===== src/rtl/dds_sequencer.sv =====
// rtl/dds_sequencer.sv - DDS phase accumulator and glitch-free config sequencer (optional DDS_PHASE_OFFSET_EN)
`ifndef ROM_PHASE_BIT
`define ROM_PHASE_BIT 10
`endif

module dds_sequencer #(
  parameter int ACC_BIT     = 32,
  parameter int PHASE_BIT   = `ROM_PHASE_BIT,
  parameter int ROM_LATENCY = 1
) (
  input  logic                 clk,
  input  logic                 rst,
  input  logic                 cfg_valid,
  output logic                 cfg_ready,
  input  logic [ACC_BIT-1:0]   cfg_tuning,
  input  logic [1:0]           cfg_shape,
  input  logic                 cfg_enable,
`ifdef DDS_PHASE_OFFSET_EN
  input  logic [PHASE_BIT-1:0] cfg_offset,
`endif
  output logic [PHASE_BIT-1:0] phase,
  output logic [1:0]           shape,
  output logic                 wrap,
  output logic                 active
);

  typedef enum logic [1:0] {IDLE = 2'd0, RUN = 2'd1, PEND = 2'd2} state_t;

  state_t             state, state_n;
  logic [ACC_BIT-1:0] acc, acc_n;
  logic [ACC_BIT-1:0] tuning, tuning_n;
  logic [1:0]         shape_reg, shape_n;
  logic [ACC_BIT-1:0] sh_tuning, sh_tuning_n;
  logic [1:0]         sh_shape, sh_shape_n;
  logic               sh_enable, sh_enable_n;
  logic               wrap_n;
  logic [ACC_BIT:0]   sum;
  logic               carry;
  logic               accept;
`ifdef DDS_PHASE_OFFSET_EN
  logic [PHASE_BIT-1:0] offset_reg, offset_n;
  logic [PHASE_BIT-1:0] sh_offset, sh_offset_n;
`endif

  assign sum       = {1'b0, acc} + {1'b0, tuning};
  assign carry     = sum[ACC_BIT];
  assign cfg_ready = (state != PEND);
  assign accept    = cfg_valid & cfg_ready;

`ifdef DDS_PHASE_OFFSET_EN
  assign phase = acc[ACC_BIT-1 -: PHASE_BIT] + offset_reg;
`else
  assign phase = acc[ACC_BIT-1 -: PHASE_BIT];
`endif

  // Next-state and next-register values; a pending config lands at the carry edge
  // (or immediately when a zero tuning word means no carry will ever come).
  always_comb begin
    state_n     = state;
    acc_n       = acc;
    tuning_n    = tuning;
    shape_n     = shape_reg;
    sh_tuning_n = sh_tuning;
    sh_shape_n  = sh_shape;
    sh_enable_n = sh_enable;
    wrap_n      = 1'b0;
`ifdef DDS_PHASE_OFFSET_EN
    offset_n    = offset_reg;
    sh_offset_n = sh_offset;
`endif
    case (state)
      IDLE: begin
        acc_n = '0;
        if (accept) begin
          shape_n = cfg_shape;
`ifdef DDS_PHASE_OFFSET_EN
          offset_n = cfg_offset;
`endif
          if (cfg_enable) begin
            tuning_n = cfg_tuning;
            state_n  = RUN;
          end
        end
      end
      RUN: begin
        acc_n  = sum[ACC_BIT-1:0];
        wrap_n = carry;
        if (accept) begin
          sh_tuning_n = cfg_tuning;
          sh_shape_n  = cfg_shape;
          sh_enable_n = cfg_enable;
`ifdef DDS_PHASE_OFFSET_EN
          sh_offset_n = cfg_offset;
`endif
          state_n = PEND;
        end
      end
      PEND: begin
        acc_n  = sum[ACC_BIT-1:0];
        wrap_n = carry;
        if (carry || (tuning == '0)) begin
          tuning_n = sh_tuning;
          shape_n  = sh_shape;
`ifdef DDS_PHASE_OFFSET_EN
          offset_n = sh_offset;
`endif
          if (sh_enable) begin
            state_n = RUN;
          end else begin
            state_n = IDLE;
            acc_n   = '0;
          end
        end
      end
      default: state_n = IDLE;
    endcase
  end

  // State and datapath registers; reset discards any pending shadow config.
  always_ff @(posedge clk or negedge rst) begin
    if (!rst) begin
      state     <= IDLE;
      acc       <= '0;
      tuning    <= '0;
      shape_reg <= 2'b00;
      sh_tuning <= '0;
      sh_shape  <= 2'b00;
      sh_enable <= 1'b0;
      wrap      <= 1'b0;
      active    <= 1'b0;
`ifdef DDS_PHASE_OFFSET_EN
      offset_reg <= '0;
      sh_offset  <= '0;
`endif
    end else begin
      state     <= state_n;
      acc       <= acc_n;
      tuning    <= tuning_n;
      shape_reg <= shape_n;
      sh_tuning <= sh_tuning_n;
      sh_shape  <= sh_shape_n;
      sh_enable <= sh_enable_n;
      wrap      <= wrap_n;
      active    <= (state_n != IDLE);
`ifdef DDS_PHASE_OFFSET_EN
      offset_reg <= offset_n;
      sh_offset  <= sh_offset_n;
`endif
    end
  end

  generate
    if (ROM_LATENCY == 0) begin : g_no_delay
      assign shape = shape_reg;
    end else begin : g_delay
      logic [1:0] pipe [ROM_LATENCY];
      // Delay the shape select so it meets the ROM data it belongs to.
      always_ff @(posedge clk or negedge rst) begin
        if (!rst) begin
          for (int i = 0; i < ROM_LATENCY; i++) pipe[i] <= 2'b00;
        end else begin
          pipe[0] <= shape_reg;
          for (int i = 1; i < ROM_LATENCY; i++) pipe[i] <= pipe[i-1];
        end
      end
      assign shape = pipe[ROM_LATENCY-1];
    end
  endgenerate

endmodule


===== config.mk =====
export PLATFORM = sky130hd
export DESIGN_NAME = dds_sequencer
export DESIGN_NICKNAME = d
export VERILOG_FILES = /design/src/rtl/dds_sequencer.sv
export SDC_FILE = /design/constraint.sdc
export NUM_CORES = 1
export LEC_CHECK = 0
export CORE_MARGIN = 1.5
export CORE_UTILIZATION = 59
export DETAILED_ROUTE_END_ITERATION = 10
export PLACE_DENSITY = 0.88
export SYNTH_ARGS = -nofsm -noshare
export SYNTH_HDL_FRONTEND = slang
export SYNTH_SLANG_ARGS = --single-unit

===== constraint.sdc =====
create_clock -name clk -period 3.9 [get_ports clk]
set_input_delay 0.78 -clock clk [delete_from_list [all_inputs] [get_ports clk]]
set_output_delay 0.78 -clock clk [all_outputs]
set_load 0.03 [all_outputs]

==> out/summary.txt, run 1 <==
Period Utilization, post-route - 81.9%
Sw Share - 42.8%
Overflow after GRT - 0
remaining antenna violation count - 0
xor/xnor share of the synthesized area - 3.53%
largest net degree at the start of global routing - 65
worst hold slack - 0.390 ns
CP Launch Point - tuning[0]
min cycle time layout - 3.20 ns
WP data arrival - 3.51 ns
die area - 11600 µm²
slew of the pin with the lowest slew margin - 0.856 ns
Largest regs - acc (32), sh_tuning (32), tuning (32)
Synth Flop Type - dfrtp_1
Inserted Diodes - 0
Worst Setup End Kind - flip-flop
post-CTS setup buffer count - 0
Crit path largest cell delay - 0.45 ns
initial DRC count - 304
FF+latch count, synth - 107
Die Height - 108 µm
drt pass-1 iters - 5
EDFF count, synth - 0
worst min-delay path class - in -> async
CTS Hold Buffers Added - 0
Hold Violations, Final - 0
mux share of post-synthesis cell area - 12.0%
clk slew on worst S/H paths - 0.11 ns
drc violations - 0
multi-input logic area - 3480 µm²
Sequential Power Share - 35.7%
total CTS buffers - 9
Ys Warns - 0
Worst setup SP type - flip-flop
share of layout cells above drive strength 1 - 19.1%
Nets - 726
Post-synth ARST share - 100%
Tot GR Track Use - 26.8%
first-pass GRT wire length - 23900 µm
H-tree depth - 3
Synth Area per Inst - 10.4 µm²
Clk Latency, worst-skew pair - 0.39 ns
Seq/Total Area, Yosys - 41.5%
main combinational cell family by area after synthesis - compound AO/OA/AOI/OAI gates
FMAX - 313 MHz
Distinct cells, synth - 61
CTS tree - yes
RePlAce Congestion - 0.973
WL final - 14100 µm
Root Driver - clkbuf_8
register area - 2680 µm²
outcome - complete, no violations
Starting Density - 61.6%
Max-cap violations - 0
CTS resizes - 0
final max-slew violation count - 0
minimum setup slack among reg-to-reg paths - 0.70 ns
post-DR wirelength/cell - 17.9 µm
syn nets - 697
# IOs - 53
Post-Synth Simple-Gate Area - 10.8%
normalized max-slew margin - 42.2%
end point of the critical path - acc[8]
setup TNS - 0 ns
worst-path maximum fanout - 24
Gate power share - 50.6%
switching power - 2310 µW
FF-to-FF path depth - 10
PwrDens - 753 nW/µm²
Compound-Gate Fraction of Synth Area - 20.1%
synthesized area - 6450 µm²
P_leak - 0.00298 µW
peak supply drop - 0.448 mV
clk_skew - 0.00785 ns
# fillers - 829
Num Clock Sinks - 107
Avg Vias per Cell - 6.09
HPWL Detailed - 10300 µm
Int Pwr - 3080 µW
RR Startpoint - tuning[0]
total number of vias - 4816
crit-path cells - ha_1, fa_1, a211oi_2, o211ai_2, a21oi_2, a2111oi_4, nor3_4, o31a_2, inv_2, o21ai_0
vias in the first global route - 4878
critical path's slowest cell - fa_1
reg2reg end - acc[8]
initial antenna violation count - 0
area share of fa/ha/maj cells after synthesis - 7.49%
Max Buffers Root-to-Sink - 2
WP data required - 4.21 ns
Die Span X - 108 µm
number of port buffers - 52
area grow syn2layout - 11.0%
Clk pwr share - 13.7%
site row count - 37
crit path kind - reg -> reg
RSZ-0062 raised after global routing - false
Final setup viols - 0
core area - 10500 µm²
count of mapped cells out of synthesis - 621
stage by stage:
| step | worst slack, ns | utilization [%] | cell area, µm² | total power (µW) | instances |
|---|---|---|---|---|---|
| 2_1_floorplan | 1.13 | - | 6450 | 4000 | 621 |
| 3_3_place_gp | 0.871 | 66.4 | 6950 | 4480 | 775 |
| 3_5_place_dp | 0.701 | 66.4 | 6950 | 4630 | 775 |
| 4_1_cts | 0.675 | 68.4 | 7150 | 5380 | 791 |
| 5_1_grt | 0.462 | 68.4 | 7150 | 5760 | 791 |
| 6_report | 0.704 | 68.4 | 7150 | 5390 | 791 |
per-layer routing:
layer  GRT usage [%]  vias up  wire length (µm)
li1                -     2315                 -
met1            36.8     2335              6580
met2            42.7      140              6580
met3            3.69       26               665
met4            11.4        0               307
met5               0        -                 0
cells by family (layout without fill, tap and decap cells):
group	Yosys count	count (layout)
adder cells (fa/ha/maj)	38	38
XOR/XNOR	26	26
buffers and inverters	49	83
AND/OR/NAND/NOR	142	142
AO/OA/AOI/OAI	187	187
flip-flops	107	107
multiplexers	72	72
worst min path at each step:
stage,slack [ns],endpoint,cells after the start,from
2_1_floorplan,0.35,shape[0],0,shape_reg[0]
3_3_place_gp,0.36,shape[1],0,shape_reg[1]
3_5_place_dp,0.38,shape[0],0,shape_reg[0]
4_1_cts,0.40,shape[0],0,shape_reg[0]
5_1_grt,0.41,shape[1],0,shape_reg[1]
6_report,0.39,acc[4],1,rst
worst max-delay path: cells and delay by family, from the launching register on:
family,cells,cell delay [ns]
AOI/OAI and AO/OA,6,1.47
adders and majority gates,2,0.68
buffers and inverters,1,0.24
DFF,1,0.42
and+or+nand+nor,1,0.30
placed cells by master, fill, tap and decap left out, drive strengths merged, types with 14 or more instances in the layout:
| cell | n |
|---|---|
| nand2 | 46 |
| a21o | 17 |
| clkdlybuf4s50 | 51 |
| o21ai | 48 |
| inv | 14 |
| a21oi | 71 |
| nor2 | 53 |
| mux2i | 32 |
| dfrtp | 107 |
| mux2 | 40 |
| xnor2 | 14 |
| ha | 37 |
synth_stat cells, types with 5 or more instances:
master / instances / share of area (%)
o21ai_0: 39 / 3.0
a211oi_1: 5 / 0.58
buf_6: 6 / 1.0
nor3_1: 5 / 0.39
inv_1: 9 / 0.52
nor2_2: 21 / 2.0
dfrtp_1: 107 / 42
o21ai_1: 9 / 0.70
nor4_1: 8 / 0.78
o21a_1: 6 / 0.70
a22o_1: 5 / 0.68
xnor2_1: 14 / 1.9
ha_1: 37 / 7.2
xor2_1: 12 / 1.6
nor2b_1: 5 / 0.49
a21oi_2: 31 / 4.2
buf_2: 8 / 0.62
a21o_1: 17 / 2.0
mux2_2: 40 / 7.0
a21oi_1: 40 / 3.1
nand3_1: 9 / 0.70
clkbuf_1: 11 / 0.64
nand2_1: 46 / 2.7
buf_4: 14 / 1.6
nand4_1: 5 / 0.49
o211ai_1: 5 / 0.58
mux2i_1: 32 / 5.0
nor2_1: 32 / 1.9
final cells by class:
class	instances	share of cell area, %
Multi-Input combinational cell	465	48.6
Timing Repair Buffer	57	8.11
Tap cell	136	2.38
Sequential cell	107	37.4
Clock buffer	11	1.98
Clock inverter	5	0.944
Inverter	10	0.525
power by group through the flow:
stage          Sequential [µW]  Combinational, µW  Clock (µW)
6_report                  1920               2730         737
5_1_grt                   1970               3000         783
4_1_cts                   1910               2710         750
3_5_place_dp              1930               2690           0
3_3_place_gp              1900               2580           0
2_1_floorplan             1840               2160           0
No activity file was read; power rests on OpenSTA's default activity.
==> run 2, diff against run 1 <==
- clock period: 3.9 -> 3.1 ns (I/O delays scaled with it)
==> run 2 against run 1 <==
Effect of this change:
- die area unchanged
- largest power group unchanged
- flip-flop and latch count unchanged
- clock skew increased by 0.0067 ns
- worst setup slack got worse by 0.59 ns
- wire length increased by 9.0%
- non-clock buffer count increased by 18
- sequential share of layout area decreased by 0.83 points
- hold slack got worse by 0.21 ns
- clock power increased by 22%
==> out/summary.txt, run 2 (synthesis results as in run 1) <==
min cycle time layout - 2.98 ns (was 3.20 ns)
Nets - 744 (was 726)
# fillers - 755 (was 829)
commonest non-fill, non-tap cell in the layout - dfrtp_1 (unchanged)
critical path's slowest cell - dfrtp_1 (was fa_1)
Max Buffers Root-to-Sink - 2 (unchanged)
Die Height - 108 µm (unchanged)
worst min-delay path class - in -> async (unchanged)
P_leak - 0.00307 µW (was 0.00298 µW)
area grow syn2layout - 13.5% (was 11.0%)
peak supply drop - 0.550 mV (was 0.448 mV)
Die Span X - 108 µm (unchanged)
worst hold slack - 0.184 ns (was 0.390 ns)
WP buf/inv - 2 (was 1)
site row count - 37 (unchanged)
CTS tree - yes (unchanged)
Hold Violations, Final - 0 (unchanged)
Placed Instances - 787 (was 775)
RePlAce Congestion - 0.940 (was 0.973)
worst-path maximum fanout - 16 (was 24)
WP data arrival - 3.25 ns (was 3.51 ns)
clk slew on worst S/H paths - 0.11 ns (about the same)
total CTS buffers - 9 (unchanged)
Overflow after GRT - 0 (unchanged)
die area - 11600 µm² (unchanged)
clk_skew - 0.0146 ns (was 0.00785 ns)
largest net degree at the start of global routing - 47 (was 65)
CP Launch Point - tuning[0] (unchanged)
total number of vias - 5102 (was 4816)
HPWL Detailed - 10700 µm (was 10300 µm)
outcome - complete, no violations (unchanged)
normalized max-slew margin - 53.1% (was 42.2%)
WP data required - 3.37 ns (was 4.21 ns)
RR Startpoint - tuning[0] (unchanged)
reg2reg end - tuning[13] (was acc[8])
H-tree depth - 3 (unchanged)
non-filler cells, final - 808 (was 791)
Tot GR Track Use - 28.2% (was 26.8%)
Design Area, Final - 7320 µm² (was 7150 µm²)
Period Utilization, post-route - 96.2% (was 81.9%)
initial antenna violation count - 0 (unchanged)
vias in the first global route - 4962 (was 4878)
FF-to-FF path depth - 12 (was 10)
# IOs - 53 (unchanged)
minimum setup slack among reg-to-reg paths - 0.12 ns (was 0.70 ns)
FMAX - 335 MHz (was 313 MHz)
CTS Hold Buffers Added - 0 (unchanged)
Worst setup SP type - flip-flop (unchanged)
final max-slew violation count - 0 (unchanged)
Worst Setup End Kind - flip-flop (unchanged)
crit path kind - reg -> reg (unchanged)
crit-path cells - ha_1, fa_2, a211oi_2, o211ai_2, a21oi_4, a2111oi_4, nor3_4, o31ai_4, buf_4, buf_12, nor2_1, a21oi_2 (was ha_1, fa_1, a211oi_2, o211ai_2, a21oi_2, a2111oi_4, nor3_4, o31a_2, inv_2, o21ai_0)
share of layout cells above drive strength 1 - 21.4% (was 19.1%)
remaining antenna violation count - 0 (unchanged)
Largest regs - acc (32), sh_tuning (32), tuning (32) (unchanged)
slew of the pin with the lowest slew margin - 0.698 ns (was 0.856 ns)
Max-cap violations - 0 (unchanged)
number of port buffers - 52 (unchanged)
post-DR wirelength/cell - 19.1 µm (was 17.9 µm)
most frequent cells in the layout - 107 x dfrtp_1, 51 x clkdlybuf4s50_1, 46 x nand2_1, 40 x a21oi_1, 40 x mux2_2 (unchanged)
Clk Latency, worst-skew pair - 0.39 ns (about the same)
core area - 10500 µm² (unchanged)
family with the most delay on the worst path - compound AO/OA/AOI/OAI gates (unchanged)
register area - 2680 µm² (unchanged)
multi-input logic area - 3490 µm² (was 3480 µm²)
Avg Vias per Cell - 6.31 (was 6.09)
Inserted Diodes - 0 (unchanged)
PwrDens - 959 nW/µm² (was 753 nW/µm²)
placed cell area - 7060 µm² (was 6950 µm²)
drc violations - 0 (unchanged)
Num Clock Sinks - 107 (unchanged)
WL final - 15400 µm (was 14100 µm)
Root Driver - clkbuf_8 (unchanged)
Starting Density - 61.6% (unchanged)
Final setup viols - 0 (unchanged)
first-pass GRT wire length - 25200 µm (was 23900 µm)
initial DRC count - 405 (was 304)
drt pass-1 iters - 7 (was 5)
Crit path largest cell delay - 0.42 ns (was 0.45 ns)
RSZ-0062 raised after global routing - false (unchanged)
setup TNS - 0 ns (unchanged)
==> run 2: timing repair <==
item	in CTS	in global routing
gates resized for setup	1	5
setup buffers	3	3
pin swaps	1	3
endpoints found under the setup margin	4	45
==> run 2: layout make-up <==
class,count,area share [%]
clock buffers,9,1.69
well taps,136,2.33
repair buffers,75,10.1
multi-input cells,465,47.7
clock inverters,6,1.03
inverters,10,0.547
flip-flops and latches,107,36.6
==> run 2: worst max-delay path by stage <==
| stage | end | slack, ns | depth (start not counted) |
|---|---|---|---|
| floorplan | active | 0.33 | 10 |
| global placement | active | 0.16 | 10 |
| detailed placement | acc[20] | 0.03 | 10 |
| CTS | acc[20] | 0.06 | 10 |
| global route | tuning[16] | 0.02 | 12 |
| finish | tuning[13] | 0.12 | 12 |
==> run 2: worst reg2reg max path, cell delays in order (launching register included) <==
cell       delay, ns
dfrtp_1         0.42
ha_1            0.23
fa_2            0.39
a211oi_2        0.24
o211ai_2        0.16
a21oi_4         0.26
a2111oi_4       0.12
nor3_4          0.38
o31ai_4         0.13
buf_4           0.19
buf_12          0.16
nor2_1          0.14
a21oi_2         0.04
==> run 2: routing by layer <==
layer  track usage [%]  vias to the layer above  routed length [µm]
met5                 0                        -                   0
met4              9.21                        0                 324
met3              5.02                       35                1050
met2              45.7                      206                7460
met1              38.4                     2526                6580
li1                  -                     2335                   -
==> run 2: stage by stage <==
stage | setup WS [ns] | total power, µW | util, %
2_1_floorplan | 0.326 | 5030 | -
3_3_place_gp | 0.158 | 5750 | 67.5
6_report | 0.118 | 7010 | 69.9
5_1_grt | 0.0217 | 7440 | 69.9
3_5_place_dp | 0.0346 | 5950 | 67.5
4_1_cts | 0.0628 | 6900 | 69.7
==> run 2: report_power, final <==
group / internal [µW] / leakage [µW] / switching [µW]
combinational: 1640 / 0.00167 / 2040
sequential: 1950 / 0.00130 / 488
clock: 381 / 0.0000978 / 517
total: 3970 / 0.00307 / 3040
==> run 3, diff against run 2 <==
- ABC_CLOCK_PERIOD_IN_PS: not set -> 3100
==> results of run 3 <==
Same layout as run 2: the final DEF is identical, and so are final timing and power.
